==> src/rtl/keypad_scanner.sv <==
// keypad_scanner: 4x4 matrix column scanner with row synchronizer, press/release debounce and one-shot strobe.
// Optional feature macro: KEYPAD_GHOST_REJECT_EN (reject multi-row readings instead of priority-reducing them).
module keypad_scanner #(
    parameter int unsigned SCAN_CYCLES     = 1000,
    parameter int unsigned DEBOUNCE_CYCLES = 20000
) (
    input  logic       clk,
    input  logic       rst,
    input  logic [3:0] row_in,
    output logic [3:0] col_out,
    output logic [7:0] cur_key,
    output logic       strobe
);
    localparam int unsigned SCAN_W = $clog2(SCAN_CYCLES);
    localparam int unsigned DEB_W  = $clog2(DEBOUNCE_CYCLES);
    localparam logic [SCAN_W-1:0] SCAN_LAST = SCAN_W'(SCAN_CYCLES - 1);
    localparam logic [DEB_W-1:0]  DEB_LAST  = DEB_W'(DEBOUNCE_CYCLES - 1);

    typedef enum logic [1:0] {
        SCAN     = 2'd0,
        DEBOUNCE = 2'd1,
        HELD     = 2'd2
    } state_e;

    state_e             state_q, state_d;
    logic [3:0]         row_m_q, row_m_d;
    logic [3:0]         row_s_q, row_s_d;
    logic [3:0]         col_q, col_d;
    logic [SCAN_W-1:0]  scan_cnt_q, scan_cnt_d;
    logic [DEB_W-1:0]   deb_cnt_q, deb_cnt_d;
    logic [DEB_W-1:0]   rel_cnt_q, rel_cnt_d;
    logic [7:0]         cand_q, cand_d;
    logic [7:0]         cur_key_q, cur_key_d;
    logic               strobe_q, strobe_d;

    logic [3:0]         row_v;
    logic               row_ok;
    logic [3:0]         col_next;

    // Qualified row reading used for every capture and comparison
`ifdef KEYPAD_GHOST_REJECT_EN
    always_comb begin
        row_v  = row_s_q;
        row_ok = $onehot(row_s_q);
    end
`else
    always_comb begin
        row_v = 4'b0000;
        if (row_s_q[3])      row_v = 4'b1000;
        else if (row_s_q[2]) row_v = 4'b0100;
        else if (row_s_q[1]) row_v = 4'b0010;
        else if (row_s_q[0]) row_v = 4'b0001;
        row_ok = |row_s_q;
    end
`endif

    assign col_next = {col_q[0], col_q[3:1]};

    always_comb begin
        state_d    = state_q;
        row_m_d    = row_in;
        row_s_d    = row_m_q;
        col_d      = col_q;
        scan_cnt_d = scan_cnt_q;
        deb_cnt_d  = deb_cnt_q;
        rel_cnt_d  = rel_cnt_q;
        cand_d     = cand_q;
        cur_key_d  = cur_key_q;
        strobe_d   = 1'b0;

        unique case (state_q)
            SCAN: begin
                if (scan_cnt_q == SCAN_LAST) begin
                    scan_cnt_d = '0;
                    if (row_ok) begin
                        cand_d    = {row_v, col_q};
                        deb_cnt_d = '0;
                        state_d   = DEBOUNCE;
                    end else begin
                        col_d = col_next;
                    end
                end else begin
                    scan_cnt_d = scan_cnt_q + SCAN_W'(1);
                end
            end
            DEBOUNCE: begin
                // Any deviation from the candidate, including an empty or ghosted row, aborts the press
                if ({row_v, col_q} != cand_q) begin
                    state_d    = SCAN;
                    col_d      = col_next;
                    scan_cnt_d = '0;
                    deb_cnt_d  = '0;
                end else if (deb_cnt_q == DEB_LAST) begin
                    state_d   = HELD;
                    cur_key_d = cand_q;
                    strobe_d  = 1'b1;
                    rel_cnt_d = '0;
                end else begin
                    deb_cnt_d = deb_cnt_q + DEB_W'(1);
                end
            end
            HELD: begin
                if (row_s_q == 4'b0000) begin
                    if (rel_cnt_q == DEB_LAST) begin
                        state_d    = SCAN;
                        cur_key_d  = 8'h00;
                        col_d      = col_next;
                        scan_cnt_d = '0;
                        deb_cnt_d  = '0;
                        rel_cnt_d  = '0;
                    end else begin
                        rel_cnt_d = rel_cnt_q + DEB_W'(1);
                    end
                end else begin
                    rel_cnt_d = '0;
                end
            end
            default: state_d = SCAN;
        endcase
    end

    always_ff @(posedge clk or posedge rst) begin
        if (rst) begin
            state_q    <= SCAN;
            row_m_q    <= 4'b0000;
            row_s_q    <= 4'b0000;
            col_q      <= 4'b1000;
            scan_cnt_q <= '0;
            deb_cnt_q  <= '0;
            rel_cnt_q  <= '0;
            cand_q     <= 8'h00;
            cur_key_q  <= 8'h00;
            strobe_q   <= 1'b0;
        end else begin
            state_q    <= state_d;
            row_m_q    <= row_m_d;
            row_s_q    <= row_s_d;
            col_q      <= col_d;
            scan_cnt_q <= scan_cnt_d;
            deb_cnt_q  <= deb_cnt_d;
            rel_cnt_q  <= rel_cnt_d;
            cand_q     <= cand_d;
            cur_key_q  <= cur_key_d;
            strobe_q   <= strobe_d;
        end
    end

    assign col_out = col_q;
    assign cur_key = cur_key_q;
    assign strobe  = strobe_q;

endmodule

==> config.mk <==
export PLATFORM = sky130hd
export DESIGN_NAME = keypad_scanner
export DESIGN_NICKNAME = d
export VERILOG_FILES = /design/src/rtl/keypad_scanner.sv
export SDC_FILE = /design/constraint.sdc
export NUM_CORES = 1
export LEC_CHECK = 0
export ABC_CLOCK_PERIOD_IN_PS = 3500
export CAP_MARGIN = 20
export CORE_MARGIN = 2
export CORE_UTILIZATION = 35
export CTS_CLUSTER_SIZE = 20
export DETAILED_ROUTE_END_ITERATION = 10
export GPL_TIMING_DRIVEN = 0
export PLACE_DENSITY_LB_ADDON = 0.05
export SETUP_SLACK_MARGIN = 0.5
export SLEW_MARGIN = 10
export SYNTH_ARGS = -nofsm -noshare
export SYNTH_HDL_FRONTEND = slang
export SYNTH_SLANG_ARGS = --single-unit
==> constraint.sdc <==
create_clock -name clk -period 3.5 [get_ports clk]
set_clock_uncertainty 0.15 [all_clocks]
set_input_delay 0.525 -clock clk [delete_from_list [all_inputs] [get_ports clk]]
set_output_delay 0.525 -clock clk [all_outputs]
set_load 0.05 [all_outputs]
==> impl_metrics.py <==
metrics = {
    "outcome": {
        "status": "finished clean",
    },
    "power_and_ir_drop": {
        "power_frac_clock_pct": 44.4,
        "p_seq_share_pct": 53.1,
        "netSwitchingPower_mw": 0.385,
        "combPwrFrac_pct": 2.5,
        "power.density_nw_per_um2": 359,
        "p_leak_nw": 1.84,
        "power.internal_mw": 1.17,
        "peakVddDrop_mv": 0.235,
        "p_sw_share_pct": 24.7,
    },
    "critical_path": {
        "path_class": "register to register",
        "r2r_slack_ns": 0.63,
        "regToRegEndpoint": "rel_cnt_q[2]$_DFFE_PP0P_",
        "required_ns": 3.64,
        "critPathCapture": "rel_cnt_q[2]$_DFFE_PP0P_",
        "worstPathMaxFanout": 10,
        "startpoint": "deb_cnt_q[12]$_DFFE_PP0P_",
        "r2r-start": "deb_cnt_q[12]$_DFFE_PP0P_",
        "crit_top_cell": "buf_6",
        "crit_slowest_cell": "or4b_1",
        "critPathMaxStageDelay_ns": 0.56,
        "reg2reg_depth": 7,
        "start_kind": "register",
        "endpoint_kind": "register",
        "cp_data_arrival_time_ns": 3.02,
        "path_cells": "or4b_1, or4_4, buf_6, or3_1, buf_6, a2111oi_2, a211o_1",
    },
    "global_route": {
        "grt_pass1_wl_um": 14400,
        "grt_util_all_layers_pct": 15.9,
        "antenna_found_initial": 0,
        "grt_max_degree": 58,
        "grt_pass1_vias": 2853,
        "grt-ovfl-total": 0,
    },
    "synthesis": {
        "ys_ff_latch": 71,
        "synth_most_common_cell": "dfrtp_1",
        "synth_edf_count": 0,
        "syn_nets": 392,
        "syn-cell-area_um2": 3680,
        "netlist.area_leader.share_pct": 47.5,
        "yosys_most_used_dff": "dfrtp_1",
        "syn_inst": 379,
        "ys_types": 48,
        "yosysTopAreaCell": "dfrtp_1",
        "ys_warn_count": 0,
        "ys_async_sr_fraction_pct": 100,
        "ys_seq_area_share_pct": 48.3,
        "synthTopCellsByCount": "dfrtp_1, o21ai_0, nand2_1",
        "synth.area.top_cells": "dfrtp_1, o21ai_0, mux2_2, nand2_1, o31ai_1",
        "syn_area_per_cell_um2": 9.72,
    },
    "placed_design": {
        "place_area_um2": 4070,
        "place.gp.congestion": 0.762,
        "dp_hpwl_um": 5580,
        "dp_worst_setup_slack_ns": 0.258,
        "numPortBuffers": 18,
    },
    "routing": {
        "antenna_left": 0,
        "viasPerCell": 5.30,
        "routed_wl_um": 8230,
        "vias": 2913,
        "wl_met1_um": 4280,
        "maxUsedRoutingLayer": "met4",
        "wl_per_cell_um": 15.0,
        "first_iter_violations": 96,
        "drt-pass1-iter-count": 4,
        "wl_met2_um": 3660,
        "drc": 0,
        "route.met3.wl_um": 223,
    },
    "die": {
        "rows": 37,
        "fp.dieH_um": 107,
        "fp.dieW_um": 107,
        "die_area_um2": 11400,
        "initial_core_util_pct": 35.9,
        "core_um2": 10300,
        "io_pins": 19,
    },
    "hold_path": {
        "min-delay-start": "row_m_q[1]$_DFF_PP0_",
        "worstHoldPathType": "register to register",
    },
    "clocking": {
        "htreeDepth": 3,
        "cts_root_buf": "clkbuf_8",
        "cts_max_path_buffers": 2,
        "insertion_delay_ns": 0.35,
        "ctsHoldBuffers": 0,
        "cts.sinks": 71,
        "tritoncts.num_buffers": 9,
        "cts_setup_buffers": 0,
        "cts_tree": "built",
        "clkTransAtPathRegs_ns": 0.09,
    },
    "sta": {
        "tightest_slew_ns": 0.741,
        "finalCriticalPeriod_ns": 2.87,
        "final-setup-viol-count": 0,
        "fmax_ghz": 0.348,
        "slew_violations": 0,
        "slew_headroom_pct": 50.4,
        "fin_crit_sh_pct": 82.1,
        "rsz0062_at_grt": "no",
        "setup_ws_ns": 0.626,
        "final_hold_viol_count": 0,
    },
    "final_layout": {
        "final_cell_area_um2": 4340,
        "antenna_cells": 0,
        "drive_above_1_share_pct": 13.0,
        "nets": 422,
        "syn_to_final_growth_pct": 17.9,
    },
    "run": {
        "cap_viol_max_count": 0,
    },
}
## registers in the layout, summed over array words and instances, names as in the netlist
| signal | cells |
|---|---|
| row_m_q | 4 |
| row_s_q | 4 |
| deb_cnt_q | 15 |
| cur_key | 8 |
| col_out | 4 |
| scan_cnt_q | 10 |
| cand_q | 8 |
| strobe | 1 |
| state_q | 2 |
| rel_cnt_q | 15 |
## timing repair
action	in CTS	in global routing
endpoints found under the setup margin	24	41
resized for setup	2	20
endpoints found under the hold margin	0	0
## power by group through the flow
stage,registers (mW),clock network [mW],logic (mW)
after global routing,0.828,0.758,0.0451
after global placement,0.843,0,0.0344
after CTS,0.827,0.713,0.0388
after floorplan,0.843,0,0.0199
after detailed placement,0.843,0,0.0388
final,0.828,0.692,0.0394
## cell families (layout without fill, tap and decap cells)
kind of cell / count (synthesis) / count (layout) / synth area share (%)
muxes: 21 / 21 / 6.11
AOI/OAI and AO/OA: 96 / 96 / 17.1
and+or+nand+nor: 149 / 149 / 21.4
DFF: 71 / 71 / 48.3
buffers and inverters: 30 / 65 / 3.53
adders and majority gates: 7 / 7 / 2.38
xor gates and xnor gates: 5 / 5 / 1.19
## critical path: cells and delay by family (launching register included)
kind	cells	cell delay (ns)
and+or+nand+nor	3	1.41
AOI/OAI and AO/OA	2	0.49
DFF	1	0.44
buffers and inverters	2	0.33
## worst min path at each step
stage,to,cells after the start
2_1_floorplan,row_s_q[0]$_DFF_PP0_,0
3_3_place_gp,row_s_q[2]$_DFF_PP0_,0
3_5_place_dp,row_s_q[1]$_DFF_PP0_,0
4_1_cts,row_s_q[1]$_DFF_PP0_,0
5_1_grt,row_s_q[1]$_DFF_PP0_,0
6_report,row_s_q[1]$_DFF_PP0_,0
## cell type report
type | count | area [µm²]
fillers | 1032 | 5930
inverters | 13 | 51.3
clock buffers | 9 | 124
multi-input cells | 278 | 1850
plain buffers | 17 | 83.8
clock inverters | 7 | 78.8
flip-flops and latches | 71 | 1780
well taps | 136 | 170
repair buffers | 19 | 208
## layout by cell type (no fill, tap or decap), types with 3 or more instances in the layout
cell type,n
dfrtp_1,70
o2bb2ai_1,8
clkdlybuf4s50_1,18
or2_2,3
o31ai_1,13
or3_1,3
clkbuf_1,9
nor3_1,10
and3_1,10
mux2i_1,9
inv_6,3
xor2_1,3
or4_1,4
nand3_1,19
mux2_2,12
nor3b_1,8
nand4_1,8
a21oi_1,6
inv_1,12
o21ai_0,42
nand2b_1,5
a22o_1,11
ha_1,7
clkbuf_8,9
clkinvlp_4,3
nand2_1,34
nor2_1,24
nor2b_1,4
## routing by layer
metal,global-route usage [%],vias to the layer above
met3,3.65,5
met2,24.2,31
met4,3.71,0
li1,-,1452
met1,23.0,1425
met5,0,-
## stage by stage
step,TNS [ns],utilization (%),hold WS (ns),std cells,power [mW]
floorplan,0,-,0.181,379,0.863
detailed placement,0,39.6,0.186,534,0.882
global placement,-25.12,39.3,0.183,533,0.878
CTS,0,41.6,0.204,550,1.58
finish,0,42.3,0.203,550,1.56
global route,0,42.3,0.208,550,1.63
Note: power is estimated with default switching activity, not from simulation.
